$ cat src/rtl/commit_dests.sv
// Write-back stage: owns the 8x32 GPR file and commits up to two destinations per request.
// Optional COMMIT_SUBREG_EN enables 8/16-bit register and memory writes.
module commit_dests #(
  parameter logic [31:0] RESET_ESP = 32'h0000_0000,
  parameter logic [31:0] RESET_GPR = 32'h0000_0000
) (
  input  logic        i_clk,
  input  logic        i_rst,
  input  logic        i_in_valid,
  output logic        o_in_ready,
  input  logic [1:0]  i_dest0_kind,
  input  logic [1:0]  i_dest1_kind,
  input  logic [31:0] i_dest0_sel,
  input  logic [31:0] i_dest1_sel,
  input  logic [31:0] i_dest0_val,
  input  logic [31:0] i_dest1_val,
  input  logic        i_reg_1byte,
  input  logic        i_prefix_operand_16bit,
  output logic        o_mem_wr_valid,
  input  logic        i_mem_wr_ready,
  output logic [31:0] o_mem_wr_addr,
  output logic [31:0] o_mem_wr_data,
  output logic [3:0]  o_mem_wr_bytes,
  output logic        o_commit_done,
  output logic        o_commit_err,
  output logic [31:0] o_eax,
  output logic [31:0] o_ecx,
  output logic [31:0] o_edx,
  output logic [31:0] o_ebx,
  output logic [31:0] o_esp,
  output logic [31:0] o_ebp,
  output logic [31:0] o_esi,
  output logic [31:0] o_edi
);

  localparam logic [1:0] OPND_DEST_REG = 2'b01;
  localparam logic [1:0] OPND_DEST_MEM = 2'b10;
  localparam logic [1:0] OPND_DEST_BAD = 2'b11;

  typedef enum logic [1:0] {StIdle, StD0, StD1} state_e;

  state_e      r_state, w_state_nxt;
  logic [1:0]  r_kind0, r_kind1;
  logic [31:0] r_sel0, r_sel1, r_val0, r_val1;
  logic        r_1byte, r_16bit;
  logic [31:0] r_gpr [8];
  logic        r_err;

  logic [1:0]  w_kind;
  logic [31:0] w_sel, w_val, w_wdata, w_old;
  logic [2:0]  w_widx;
  logic [3:0]  w_bytes;
  logic        w_busy, w_is_d1, w_is_reg, w_is_mem, w_is_bad, w_adv;

  // Current destination slot is chosen by the state.
  always_comb begin
    w_busy   = (r_state != StIdle);
    w_is_d1  = (r_state == StD1);
    w_kind   = w_is_d1 ? r_kind1 : r_kind0;
    w_sel    = w_is_d1 ? r_sel1  : r_sel0;
    w_val    = w_is_d1 ? r_val1  : r_val0;
    w_is_reg = w_busy && (w_kind == OPND_DEST_REG);
    w_is_mem = w_busy && (w_kind == OPND_DEST_MEM);
    w_is_bad = w_busy && (w_kind == OPND_DEST_BAD);
    w_adv    = w_busy && (!w_is_mem || i_mem_wr_ready);
  end

`ifdef COMMIT_SUBREG_EN
  // Byte writes with sel 4-7 target the high byte of eax..ebx (AH..BH).
  always_comb begin
    w_widx = r_1byte ? {1'b0, w_sel[1:0]} : w_sel[2:0];
    w_old  = r_gpr[w_widx];
    if (r_1byte) begin
      w_wdata = w_sel[2] ? {w_old[31:16], w_val[7:0], w_old[7:0]} : {w_old[31:8], w_val[7:0]};
      w_bytes = 4'b0001;
    end else if (r_16bit) begin
      w_wdata = {w_old[31:16], w_val[15:0]};
      w_bytes = 4'b0011;
    end else begin
      w_wdata = w_val;
      w_bytes = 4'b1111;
    end
  end
`else
  logic w_unused;
  assign w_unused = ^{r_1byte, r_16bit};
  always_comb begin
    w_widx  = w_sel[2:0];
    w_old   = r_gpr[w_widx];
    w_wdata = w_val;
    w_bytes = 4'b1111;
  end
`endif

  always_ff @(posedge i_clk) begin
    if (i_rst) r_state <= StIdle;
    else       r_state <= w_state_nxt;
  end

  always_comb begin
    w_state_nxt = r_state;
    unique case (r_state)
      StIdle:  if (i_in_valid) w_state_nxt = StD0;
      StD0:    if (w_adv) w_state_nxt = StD1;
      StD1:    if (w_adv) w_state_nxt = StIdle;
      default: w_state_nxt = StIdle;
    endcase
  end

  always_comb begin
    o_in_ready     = (r_state == StIdle);
    o_mem_wr_valid = w_is_mem;
    o_mem_wr_addr  = w_is_mem ? w_sel : 32'h0;
    o_mem_wr_data  = w_is_mem ? w_val : 32'h0;
    o_mem_wr_bytes = w_is_mem ? w_bytes : 4'b0000;
    o_commit_done  = w_is_d1 && w_adv;
    o_commit_err   = r_err;
  end

  always_ff @(posedge i_clk) begin
    if (i_rst) begin
      r_kind0 <= 2'b00;
      r_kind1 <= 2'b00;
      r_sel0  <= 32'h0;
      r_sel1  <= 32'h0;
      r_val0  <= 32'h0;
      r_val1  <= 32'h0;
      r_1byte <= 1'b0;
      r_16bit <= 1'b0;
    end else if (r_state == StIdle && i_in_valid) begin
      r_kind0 <= i_dest0_kind;
      r_kind1 <= i_dest1_kind;
      r_sel0  <= i_dest0_sel;
      r_sel1  <= i_dest1_sel;
      r_val0  <= i_dest0_val;
      r_val1  <= i_dest1_val;
      r_1byte <= i_reg_1byte;
      r_16bit <= i_prefix_operand_16bit;
    end
  end

  always_ff @(posedge i_clk) begin
    if (i_rst) begin
      for (int i = 0; i < 8; i++) r_gpr[i] <= (i == 4) ? RESET_ESP : RESET_GPR;
      r_err <= 1'b0;
    end else begin
      if (w_is_reg) r_gpr[w_widx] <= w_wdata;
      if (w_is_bad) r_err <= 1'b1;
    end
  end

  assign o_eax = r_gpr[0];
  assign o_ecx = r_gpr[1];
  assign o_edx = r_gpr[2];
  assign o_ebx = r_gpr[3];
  assign o_esp = r_gpr[4];
  assign o_ebp = r_gpr[5];
  assign o_esi = r_gpr[6];
  assign o_edi = r_gpr[7];

endmodule

$ cat config.mk
export PLATFORM = sky130hd
export DESIGN_NAME = commit_dests
export DESIGN_NICKNAME = d
export VERILOG_FILES = /design/src/rtl/commit_dests.sv
export SDC_FILE = /design/constraint.sdc
export NUM_CORES = 1
export LEC_CHECK = 0
export BUFFER_PORTS_ARGS = -buffer_cell sky130_fd_sc_hd__buf_2
export CORE_UTILIZATION = 45
export CTS_CLUSTER_DIAMETER = 80
export DETAILED_ROUTE_END_ITERATION = 8
export GPL_TIMING_DRIVEN = 0
export PLACE_DENSITY_LB_ADDON = 0.08
export SKIP_CTS_REPAIR_TIMING = 1
export SLEW_MARGIN = 20
export SYNTH_ARGS = -nofsm -noshare
export SYNTH_HDL_FRONTEND = slang
export SYNTH_SLANG_ARGS = --single-unit
$ cat constraint.sdc
create_clock -name i_clk -period 3.12 [get_ports i_clk]
set_input_delay 0.468 -clock i_clk [delete_from_list [all_inputs] [get_ports i_clk]]
set_output_delay 0.468 -clock i_clk [all_outputs]
set_load 0.05 [all_outputs]
==> impl_metrics.env, run 1 <==
export IMPL_crit_path_cell_trace="buf_2 -> nor2b_1 -> clkbuf_4 -> clkbuf_4 -> buf_6 -> buf_2 -> nand2_1 -> a21oi_1 -> buf_2"
export IMPL_start_kind="flip-flop"
export IMPL_path_max_fanout=10
export IMPL_rr_endpoint="r_gpr[4][17]$_SDFFCE_PN0P_"
export IMPL_drv_slew=0
export IMPL_tightestPinTransition_ns=0.875
export IMPL_swShare_pct=26.1
export IMPL_cts_root_buf="clkbuf_16"
export IMPL_hold_path_class="input pin to flip-flop"
export IMPL_p_seq_share_pct=48.0
export IMPL_wl_um=53200
export IMPL_grt_overflow=0
export IMPL_finalHoldViolCount=0
export IMPL_ys_ff_latch=391
export IMPL_reg2reg_depth=8
export IMPL_grt_max_degree=31
export IMPL_fmax_ghz=0.331
export IMPL_clock_sinks=391
export IMPL_skew_ns=0.0138
export IMPL_avgViaCountPerCell=5.21
export IMPL_ys_types=41
export IMPL_core_area_um2=34500
export IMPL_power_density_nw_per_um2=597
export IMPL_grt_pass1_wl_um=77500
export IMPL_dieWidth_um=189
export IMPL_vias=13400
export IMPL_crit_path_max_incr_delay_ns=0.30
export IMPL_holdWs_ns=0.173
export IMPL_worstPathRequired_ns=2.65
export IMPL_slew_headroom_pct=41.4
export IMPL_drtPass1Iterations=5
export IMPL_min_period_over_period_pct=96.8
export IMPL_nets=2196
export IMPL_cts_tree="built"
export IMPL_place_gp_congestion=0.856
export IMPL_outcome="completed"
export IMPL_ys_seq_area_share_pct=66.2
export IMPL_dieArea_um2=35600
export IMPL_path_class="flip-flop to primary output"
export IMPL_num_rows=68
export IMPL_r2r_setup_slack_ns=0.32
export IMPL_grt_usage_pct=29.2
export IMPL_dpl_cell_count=2470
export IMPL_combPwrFrac_pct=11.6
export IMPL_fin_cells=2566
export IMPL_hp_start="i_dest0_sel[26]"
export IMPL_clkPwrFrac_pct=40.4
export IMPL_place_hpwl_um=39900
export IMPL_setup_viol=0
export IMPL_drv_cap=0
export IMPL_cts_buffer_depth=3
export IMPL_peakVddDrop_uv=394
export IMPL_drt_initial_drc_count=1089
export IMPL_hold_depth=3
export IMPL_yosys_warnings=0
export IMPL_antenna_found_initial=24
export IMPL_critPathCaptureType="primary output"
export IMPL_clkTransAtPathRegs_ns=0.06
export IMPL_io_buffers=463
export IMPL_drtAntennaViolNets=0
export IMPL_critPathLaunch="r_state[1]$_SDFFE_PP0P_"
export IMPL_layout_drive_gt1_share_pct=30.6
export IMPL_synth_nets=1682
export IMPL_path_buf_inv=6
export IMPL_holdPathEnd="r_sel0[26]$_SDFFE_PP0P_"
export IMPL_crit_top_cell="buf_2"
export IMPL_ioPinCount=466
export IMPL_clock_latency_ns=0.53
export IMPL_drc=0
export IMPL_rsz0062_at_grt="true"
export IMPL_die_h_um=189
export IMPL_r2r_start="r_state[1]$_SDFFE_PP0P_"
export IMPL_worstPathArrival_ns=2.55
export IMPL_area_growth_pct=30.0
export IMPL_critPathSlowestCell="dfxtp_1"
export IMPL_internal_power_mw=9.00
export IMPL_syn_area_per_cell_um2=10.2
export IMPL_power_leakage_nw=8.07
export IMPL_switchingPower_mw=3.17
export IMPL_h_tree_depth=2
export IMPL_first_global_vias=12900
export IMPL_floorplan_initialDensity_pct=45.5
export IMPL_cts_buffers_inserted=41
export IMPL_crit_family="buffers and inverters"
export IMPL_postSynthCellCount=1544
export IMPL_min_period_ns=3.02
export IMPL_drt_wirelength_per_cell_um=20.7
export IMPL_syn_cell_area_um2=15700
[state kept, by name, indices dropped and copies added (netlist names)]
name,flops
r_val1,32
r_state,2
r_kind1,2
r_gpr,256
r_sel0,32
o_commit_err,1
r_sel1,32
r_val0,32
r_kind0,2
[cells in the mapped netlist]
cell type,count,area share (%)
nand2_1,398,9.5
edfxtp_1,256,49
nor2_1,245,5.9
a21oi_1,194,6.2
dfxtp_1,135,17
clkbuf_1,64,1.5
a31oi_1,58,2.3
buf_2,49,1.6
nor3b_1,32,1.5
and3_1,30,1.2
nor2_2,20,0.80
buf_6,7,0.50
o21bai_1,7,0.33
mux2i_1,5,0.32
buf_4,4,0.19
inv_1,4,0.096
nand3_1,4,0.13
nor2b_1,4,0.16
buf_1,3,0.072
a31oi_2,2,0.16
and2_1,2,0.080
nand2b_1,2,0.080
a21o_1,1,0.048
a22oi_1,1,0.048
a31o_2,1,0.056
mux2_2,1,0.072
mux2_4,1,0.096
nand2b_2,1,0.056
nand3_2,1,0.064
nand3_4,1,0.11
nor3_1,1,0.032
nor4bb_1,1,0.064
o21ai_2,1,0.056
o22ai_1,1,0.040
o31ai_1,1,0.048
o31ai_2,1,0.080
o32a_1,1,0.064
o32ai_1,1,0.056
or2_2,1,0.040
or4b_1,1,0.064
or4bb_1,1,0.072
[cell families (layout without fill, tap and decap cells)]
logic type	after synthesis	count (layout)	synth area share (%)
AO/OA/AOI/OAI	270	270	9.49
flip-flops	391	391	66.2
multiplexers	7	7	0.486
other	0	23	0
AND/OR/NAND/NOR	745	745	19.9
buffers and inverters	131	675	3.96
[worst max-delay path by stage]
| stage | to | slack (ns) | depth (start not counted) |
|---|---|---|---|
| floorplan | r_gpr[0][0]$_SDFFCE_PN0P_ | -0.18 | 6 |
| global placement | r_gpr[3][6]$_SDFFCE_PN0P_ | -1.59 | 6 |
| detailed placement | r_gpr[4][18]$_SDFFCE_PN0P_ | 0.15 | 8 |
| CTS | o_mem_wr_data[29] | -0.25 | 9 |
| global route | o_mem_wr_data[3] | -0.009 | 9 |
| finish | o_mem_wr_addr[21] | 0.1 | 9 |
[worst reg2reg max path, stage by stage (launching register included)]
cell and delay, ns:
dfxtp_1 0.30, buf_2 0.18, nor2b_1 0.14, clkbuf_4 0.21
clkbuf_4 0.24, mux2i_2 0.47, nand3_1 0.27, o21bai_4 0.40
buf_12 0.25
[power groups by stage]
| stage | sequential (mW) | combinational [mW] | clock [mW] |
|---|---|---|---|
| detailed placement | 5.95 | 1.40 | 0 |
| floorplan | 6.37 | 0.489 | 0 |
| global placement | 5.96 | 1.35 | 0 |
| global route | 5.87 | 1.50 | 5.18 |
| CTS | 5.84 | 1.40 | 4.97 |
| finish | 5.85 | 1.41 | 4.92 |
[routing by layer]
metal | up-vias | track usage [%] | wire (µm)
met5 | - | 0 | 63
met4 | 10 | 13.9 | 2440
met3 | 128 | 7.60 | 4620
met2 | 588 | 49.1 | 26100
met1 | 6332 | 34.9 | 19900
li1 | 6317 | - | -
[area by class of cell]
type | count | area [µm²]
fill | 3115 | 14100
sequential | 391 | 10400
multi-input combinational | 1022 | 4770
timing repair buffer | 471 | 2600
clock buffer | 53 | 1110
buffer | 127 | 653
tap | 455 | 569
clock inverter | 20 | 225
antenna | 23 | 57.6
inverter | 4 | 15.0
[cell usage in the layout, fill, tap and decap left out, types with 5 or more instances in the layout]
| cell type | synthesis | layout |
|---|---|---|
| buf_12 | 0 | 7 |
| and3_1 | 30 | 30 |
| clkbuf_16 | 0 | 43 |
| edfxtp_1 | 256 | 256 |
| diode_2 | 0 | 23 |
| o21bai_4 | 0 | 7 |
| a31oi_1 | 58 | 58 |
| nor2_2 | 20 | 20 |
| nor3b_1 | 32 | 32 |
| buf_4 | 4 | 16 |
| nand2_1 | 398 | 398 |
| buf_2 | 49 | 459 |
| bufinv_16 | 0 | 5 |
| clkbuf_1 | 64 | 68 |
| nor2_1 | 245 | 245 |
| clkbuf_4 | 0 | 43 |
| dfxtp_1 | 135 | 135 |
| buf_6 | 7 | 9 |
| clkinv_1 | 0 | 5 |
| clkinv_2 | 0 | 8 |
| a21oi_1 | 194 | 192 |
[metrics by stage]
| step | power (mW) | worst slack (ns) | TNS [ns] | instance area [µm²] | util [%] |
|---|---|---|---|---|---|
| 4_1_cts | 12.2 | -0.247 | -8.70 | 20200 | 58.5 |
| 2_1_floorplan | 6.86 | -0.175 | -33.61 | 15700 | - |
| 5_1_grt | 12.5 | -0.00861 | -0.0169 | 20400 | 59.1 |
| 6_report | 12.2 | 0.0984 | 0 | 20400 | 59.2 |
| 3_5_place_dp | 7.35 | 0.153 | 0 | 18800 | 54.6 |
| 3_3_place_gp | 7.31 | -1.59 | -288.64 | 18600 | 53.9 |
Power figures use the tool's default switching activity.
==> run 2: changes to the inputs <==
--- a/config.mk
+++ b/config.mk
@@ -7,7 +7,7 @@
 export LEC_CHECK = 0
 export BUFFER_PORTS_ARGS = -buffer_cell sky130_fd_sc_hd__buf_2
 export CORE_UTILIZATION = 45
-export CTS_CLUSTER_DIAMETER = 80
+export CTS_CLUSTER_DIAMETER = 40
 export DETAILED_ROUTE_END_ITERATION = 8
 export GPL_TIMING_DRIVEN = 0
 export PLACE_DENSITY_LB_ADDON = 0.08
==> constraint.sdc (replaced) <==
create_clock -name i_clk -period 3.12 [get_ports i_clk]
set_input_delay 0.156 -clock i_clk [delete_from_list [all_inputs] [get_ports i_clk]]
set_output_delay 0.156 -clock i_clk [all_outputs]
set_load 0.05 [all_outputs]
==> run 2 against run 1 <==
Against the previous run:
- combinational power rose by 9.9%
- final area rose by 7.4%
- first-iteration DRC count rose by 7.1%
- fmax fell by 0.54%
- global-route usage rose by 0.41 points
- sequential power barely moved
- power rose by 9.0%
- critical endpoint is now o_mem_wr_addr[2]
- wire length rose by 3.2%
- critical path type unchanged
- final cell count rose by 5.2%
- critical path depth did not move
- die area did not move
==> impl_metrics.env, run 2 (synthesized netlist as in run 1, its figures left out) <==
export IMPL_clock_latency_ns=0.57
export IMPL_clock_sinks=391
export IMPL_finalHoldViolCount=0
export IMPL_antenna_found_initial=2
export IMPL_crit_family="buffers and inverters"
export IMPL_drv_cap=0
export IMPL_grt_pass1_wl_um=78300
export IMPL_start_kind="flip-flop"
export IMPL_drt_wirelength_per_cell_um=20.3
export IMPL_min_period_ns=3.04
export IMPL_ioPinCount=466
export IMPL_drc=0
export IMPL_worstPathArrival_ns=2.88
export IMPL_pre_cts_slack_ns=0.153
export IMPL_nets=2339
export IMPL_cts_tree="built"
export IMPL_cts_buffers_inserted=50
export IMPL_num_rows=68
export IMPL_drt_initial_drc_count=1166
export IMPL_grt_overflow=0
export IMPL_place_hpwl_um=39900
export IMPL_dieArea_um2=35600
export IMPL_io_buffers=463
export IMPL_slew_headroom_pct=37.7
export IMPL_min_period_over_period_pct=97.4
export IMPL_final_core_util_pct=63.6
export IMPL_path_class="flip-flop to primary output"
export IMPL_peakVddDrop_uv=473
export IMPL_drtPass1Iterations=5
export IMPL_dpl_cell_count=2470
export IMPL_layout_drive_gt1_share_pct=29.5
export IMPL_fmax_ghz=0.329
export IMPL_cts_root_buf="clkbuf_16"
export IMPL_clkTransAtPathRegs_ns=0.06
export IMPL_power_density_nw_per_um2=605
export IMPL_fin_cells=2699
export IMPL_critPathSlowestCell="buf_2"
export IMPL_hold_path_class="input pin to flip-flop"
export IMPL_outcome="completed"
export IMPL_path_buf_inv=6
export IMPL_layout_common_cells="buf_2, nand2_1, edfxtp_1, nor2_1, a21oi_1"
export IMPL_core_area_um2=34500
export IMPL_largest_reg_flops=256
export IMPL_tightestPinTransition_ns=0.930
export IMPL_grt_max_degree=31
export IMPL_rsz0062_at_grt="true"
export IMPL_floorplan_initialDensity_pct=45.5
export IMPL_holdWs_ns=0.377
export IMPL_grt_usage_pct=29.6
export IMPL_worstPathRequired_ns=2.96
export IMPL_skew_ns=0.0208
export IMPL_area_growth_pct=39.6
export IMPL_place_gp_congestion=0.856
export IMPL_post_layout_total_power_mw=13.3
export IMPL_wl_um=54900
export IMPL_first_global_vias=12900
export IMPL_fillCellCount=2948
export IMPL_top_register="r_gpr"
export IMPL_path_max_fanout=10
export IMPL_power_leakage_nw=8.83
export IMPL_critPathCaptureType="primary output"
export IMPL_final_common_cell="buf_2"
export IMPL_ff_latch_area_um2=10400
export IMPL_h_tree_depth=2
export IMPL_drv_slew=0
export IMPL_multi_input_area_um2=4760
export IMPL_crit_path_max_incr_delay_ns=0.33
export IMPL_die_h_um=189
export IMPL_crit_path_cell_trace="buf_2 -> nor2b_1 -> buf_2 -> clkbuf_4 -> clkbuf_4 -> clkbuf_4 -> nand2_1 -> a21oi_1 -> buf_2"
export IMPL_postLayoutSetupSlackWorst_ns=0.0820
export IMPL_avgViaCountPerCell=5.18
export IMPL_dieWidth_um=189
export IMPL_vias=14000
export IMPL_setup_viol=0
export IMPL_drtAntennaViolNets=0
export IMPL_cts_buffer_depth=3
run 2: worst paths after layout:
path,start,to,slack (ns),depth (start not counted)
max,r_state[1]$_SDFFE_PP0P_,o_mem_wr_addr[2],0.08,9
min,i_rst,r_sel1[22]$_SDFFE_PP0P_,0.38,4
max reg2reg,r_state[1]$_SDFFE_PP0P_,r_gpr[4][30]$_SDFFCE_PN0P_,0.27,8
min reg2reg,r_sel1[15]$_SDFFE_PP0P_,r_sel1[15]$_SDFFE_PP0P_,0.45,2
run 2: layout make-up:
| cell class | instances | share of cell area (%) |
|---|---|---|
| sequential | 391 | 47.4 |
| tap | 455 | 2.60 |
| clock inverter | 33 | 1.64 |
| clock buffer | 59 | 6.15 |
| antenna | 3 | 0.0343 |
| multi-input combinational | 1022 | 21.7 |
| buffer | 127 | 2.84 |
| timing repair buffer | 605 | 17.5 |
| inverter | 4 | 0.0685 |
run 2: power by group:
group          total, mW  switching (mW)  internal (mW)
Combinational       1.55            1.10          0.447
Clock               5.86            2.32           3.55
Sequential          5.85           0.123           5.73
Total               13.3            3.54           9.72
run 2: stage by stage:
step / TNS (ns) / instance area [µm²]
2_1_floorplan: -33.61 / 15700
3_3_place_gp: -288.64 / 18600
3_5_place_dp: 0 / 18800
4_1_cts: 0 / 20500
5_1_grt: -0.0166 / 21900
6_report: 0 / 21900
run 2: worst reg2reg max path, cell delays in order (launching register included):
cell and delay (ns):
dfxtp_1 0.30, buf_2 0.19, nor2b_1 0.14, buf_2 0.24
clkbuf_4 0.26, mux2i_2 0.48, nand3_1 0.27, o21bai_4 0.40
buf_12 0.25
run 2: per-layer routing:
metal	wire, µm	up-vias	global-route usage [%]	share of wire, %
met5	0	-	0	0
li1	-	6589	-	-
met3	4150	119	7.58	7.6
met1	20900	6630	35.3	38
met4	2150	0	15.2	3.9
met2	27600	656	49.5	50
==> run 3: changes to the inputs <==
--- a/config.mk
+++ b/config.mk
@@ -10,7 +10,8 @@
 export CTS_CLUSTER_DIAMETER = 40
 export DETAILED_ROUTE_END_ITERATION = 8
 export GPL_TIMING_DRIVEN = 0
-export PLACE_DENSITY_LB_ADDON = 0.08
+export PLACE_DENSITY = 0.71
+export REMOVE_ABC_BUFFERS = 1
 export SKIP_CTS_REPAIR_TIMING = 1
 export SLEW_MARGIN = 20
 export SYNTH_ARGS = -nofsm -noshare
==> run 3 against run 2 <==
Against the previous run:
- the run now ends with hold timing left
- clock-buffer cell count up 3
- utilization grew 0.20 points
- highest routed layer unchanged
- largest cell class unchanged
- clock power hardly changed
- wire length is 4.6% lower
- final area is 0.31% higher
==> impl_metrics.env, run 3 (synthesized netlist as in run 1, its figures left out) <==
export IMPL_layout_drive_gt1_share_pct=29.6
export IMPL_path_max_fanout=20
export IMPL_violations="hold timing"
export IMPL_r2r_setup_slack_ns=0.19
export IMPL_rsz0062_at_grt="false"
export IMPL_largest_reg_flops=256
export IMPL_cts_root_buf="clkbuf_16"
export IMPL_place_area_um2=18700
export IMPL_min_period_over_period_pct=94.0
export IMPL_fillCellCount=2621
export IMPL_start_kind="flip-flop"
export IMPL_antenna_found_initial=0
export IMPL_totalNegativeSetupSlack_ns=0
export IMPL_grt_usage_pct=26.8
export IMPL_area_growth_pct=40.1
export IMPL_first_global_vias=12500
export IMPL_pre_cts_slack_ns=-0.150
export IMPL_core_area_um2=34500
export IMPL_drtPass1Iterations=5
export IMPL_cts_tree="built"
export IMPL_path_class="flip-flop to flip-flop"
export IMPL_drt_initial_drc_count=1334
export IMPL_clkTransAtPathRegs_ns=0.06
export IMPL_avgViaCountPerCell=5.41
export IMPL_insertedDiodeCount=0
export IMPL_power_leakage_nw=8.81
export IMPL_h_tree_depth=2
export IMPL_grt_max_degree=78
export IMPL_wl_um=52300
export IMPL_vias=14100
export IMPL_top_register="r_gpr"
export IMPL_worstPathRequired_ns=3.37
export IMPL_final_cell_area_um2=22000
export IMPL_clock_latency_ns=0.56
export IMPL_finalHoldViolCount=1
export IMPL_place_gp_congestion=0.810
export IMPL_cts_buffer_depth=3
export IMPL_outcome="complete, but fails checks"
export IMPL_place_hpwl_um=33700
export IMPL_worstPathArrival_ns=3.18
export IMPL_clock_sinks=391
export IMPL_drc=0
export IMPL_tightestPinTransition_ns=1.06
export IMPL_grt_overflow=0
export IMPL_ioPinCount=466
export IMPL_num_rows=68
export IMPL_hold_path_class="input pin to flip-flop"
export IMPL_drt_wirelength_per_cell_um=20.1
export IMPL_critPathCaptureType="flip-flop"
export IMPL_dieArea_um2=35600
export IMPL_drv_slew=0
export IMPL_io_buffers=463
export IMPL_post_layout_total_power_mw=13.3
export IMPL_skew_ns=0.0134
export IMPL_layout_common_cells="buf_2, nand2_1, edfxtp_1, nor2_1, a21oi_1"
export IMPL_peakVddDrop_uv=552
export IMPL_cts_buffers_inserted=49
export IMPL_drv_cap=0
export IMPL_power_density_nw_per_um2=605
export IMPL_final_common_cell="buf_2"
export IMPL_drtAntennaViolNets=0
export IMPL_holdWs_ns=-0.0161
export IMPL_die_h_um=189
export IMPL_grt_pass1_wl_um=72800
export IMPL_min_period_ns=2.93
export IMPL_dieWidth_um=189
export IMPL_final_core_util_pct=63.8
export IMPL_nets=2248
export IMPL_floorplan_initialDensity_pct=45.5
export IMPL_postLayoutSetupSlackWorst_ns=0.188
export IMPL_fmax_ghz=0.341
export IMPL_slew_headroom_pct=29.2
export IMPL_setup_viol=0
==> run 3: worst paths after layout <==
check                               start                        end  cells past startpoint
setup / recovery  r_state[1]$_SDFFE_PP0P_  r_gpr[4][1]$_SDFFCE_PN0P_                      6
hold / removal                 i_in_valid    r_state[0]$_SDFFE_PP0P_                      3
setup reg to reg  r_state[1]$_SDFFE_PP0P_  r_gpr[4][1]$_SDFFCE_PN0P_                      6
hold reg to reg    r_sel0[3]$_SDFFE_PP0P_     r_sel0[3]$_SDFFE_PP0P_                      2
==> run 3: critical path, cell delays in order (launching register included) <==
cell and delay (ns):
dfxtp_1 0.54, nor2b_4 0.27, buf_4 0.23, mux2i_1 0.44
nand3_1 0.29, o21bai_4 0.56, buf_12 0.26
==> run 3: final cells by class <==
class	instances	area [µm²]	share of cell area, %
sequential	391	10400	47.3
tap	455	569	2.59
clock inverter	30	360	1.64
timing repair buffer	642	4470	20.3
multi-input combinational	1022	4820	21.9
inverter	4	15.0	0.0683
clock buffer	62	1350	6.14
==> run 3: power by group <==
part | leakage [nW] | internal, mW | switching (mW)
Combinational | 4.24 | 0.481 | 1.08
Sequential | 3.75 | 5.73 | 0.148
Clock | 0.818 | 3.61 | 2.26
Total | 8.81 | 9.81 | 3.49
==> run 3: routing by layer <==
layer  global-route usage (%)  share of wire, %  vias up
met5                        0                 0        -
li1                         -                 -     6398
met3                     5.96               9.5      136
met2                     47.2                50      906
met4                     10.8               3.9        0
met1                     31.6                36     6648
==> run 3: metrics by stage <==
step,instances,hold WS (ns)
2_1_floorplan,1417,0.225
3_3_place_gp,2335,0.397
3_5_place_dp,2364,0.397
4_1_cts,2456,-0.199
5_1_grt,2606,0.0137
6_report,2606,-0.0161
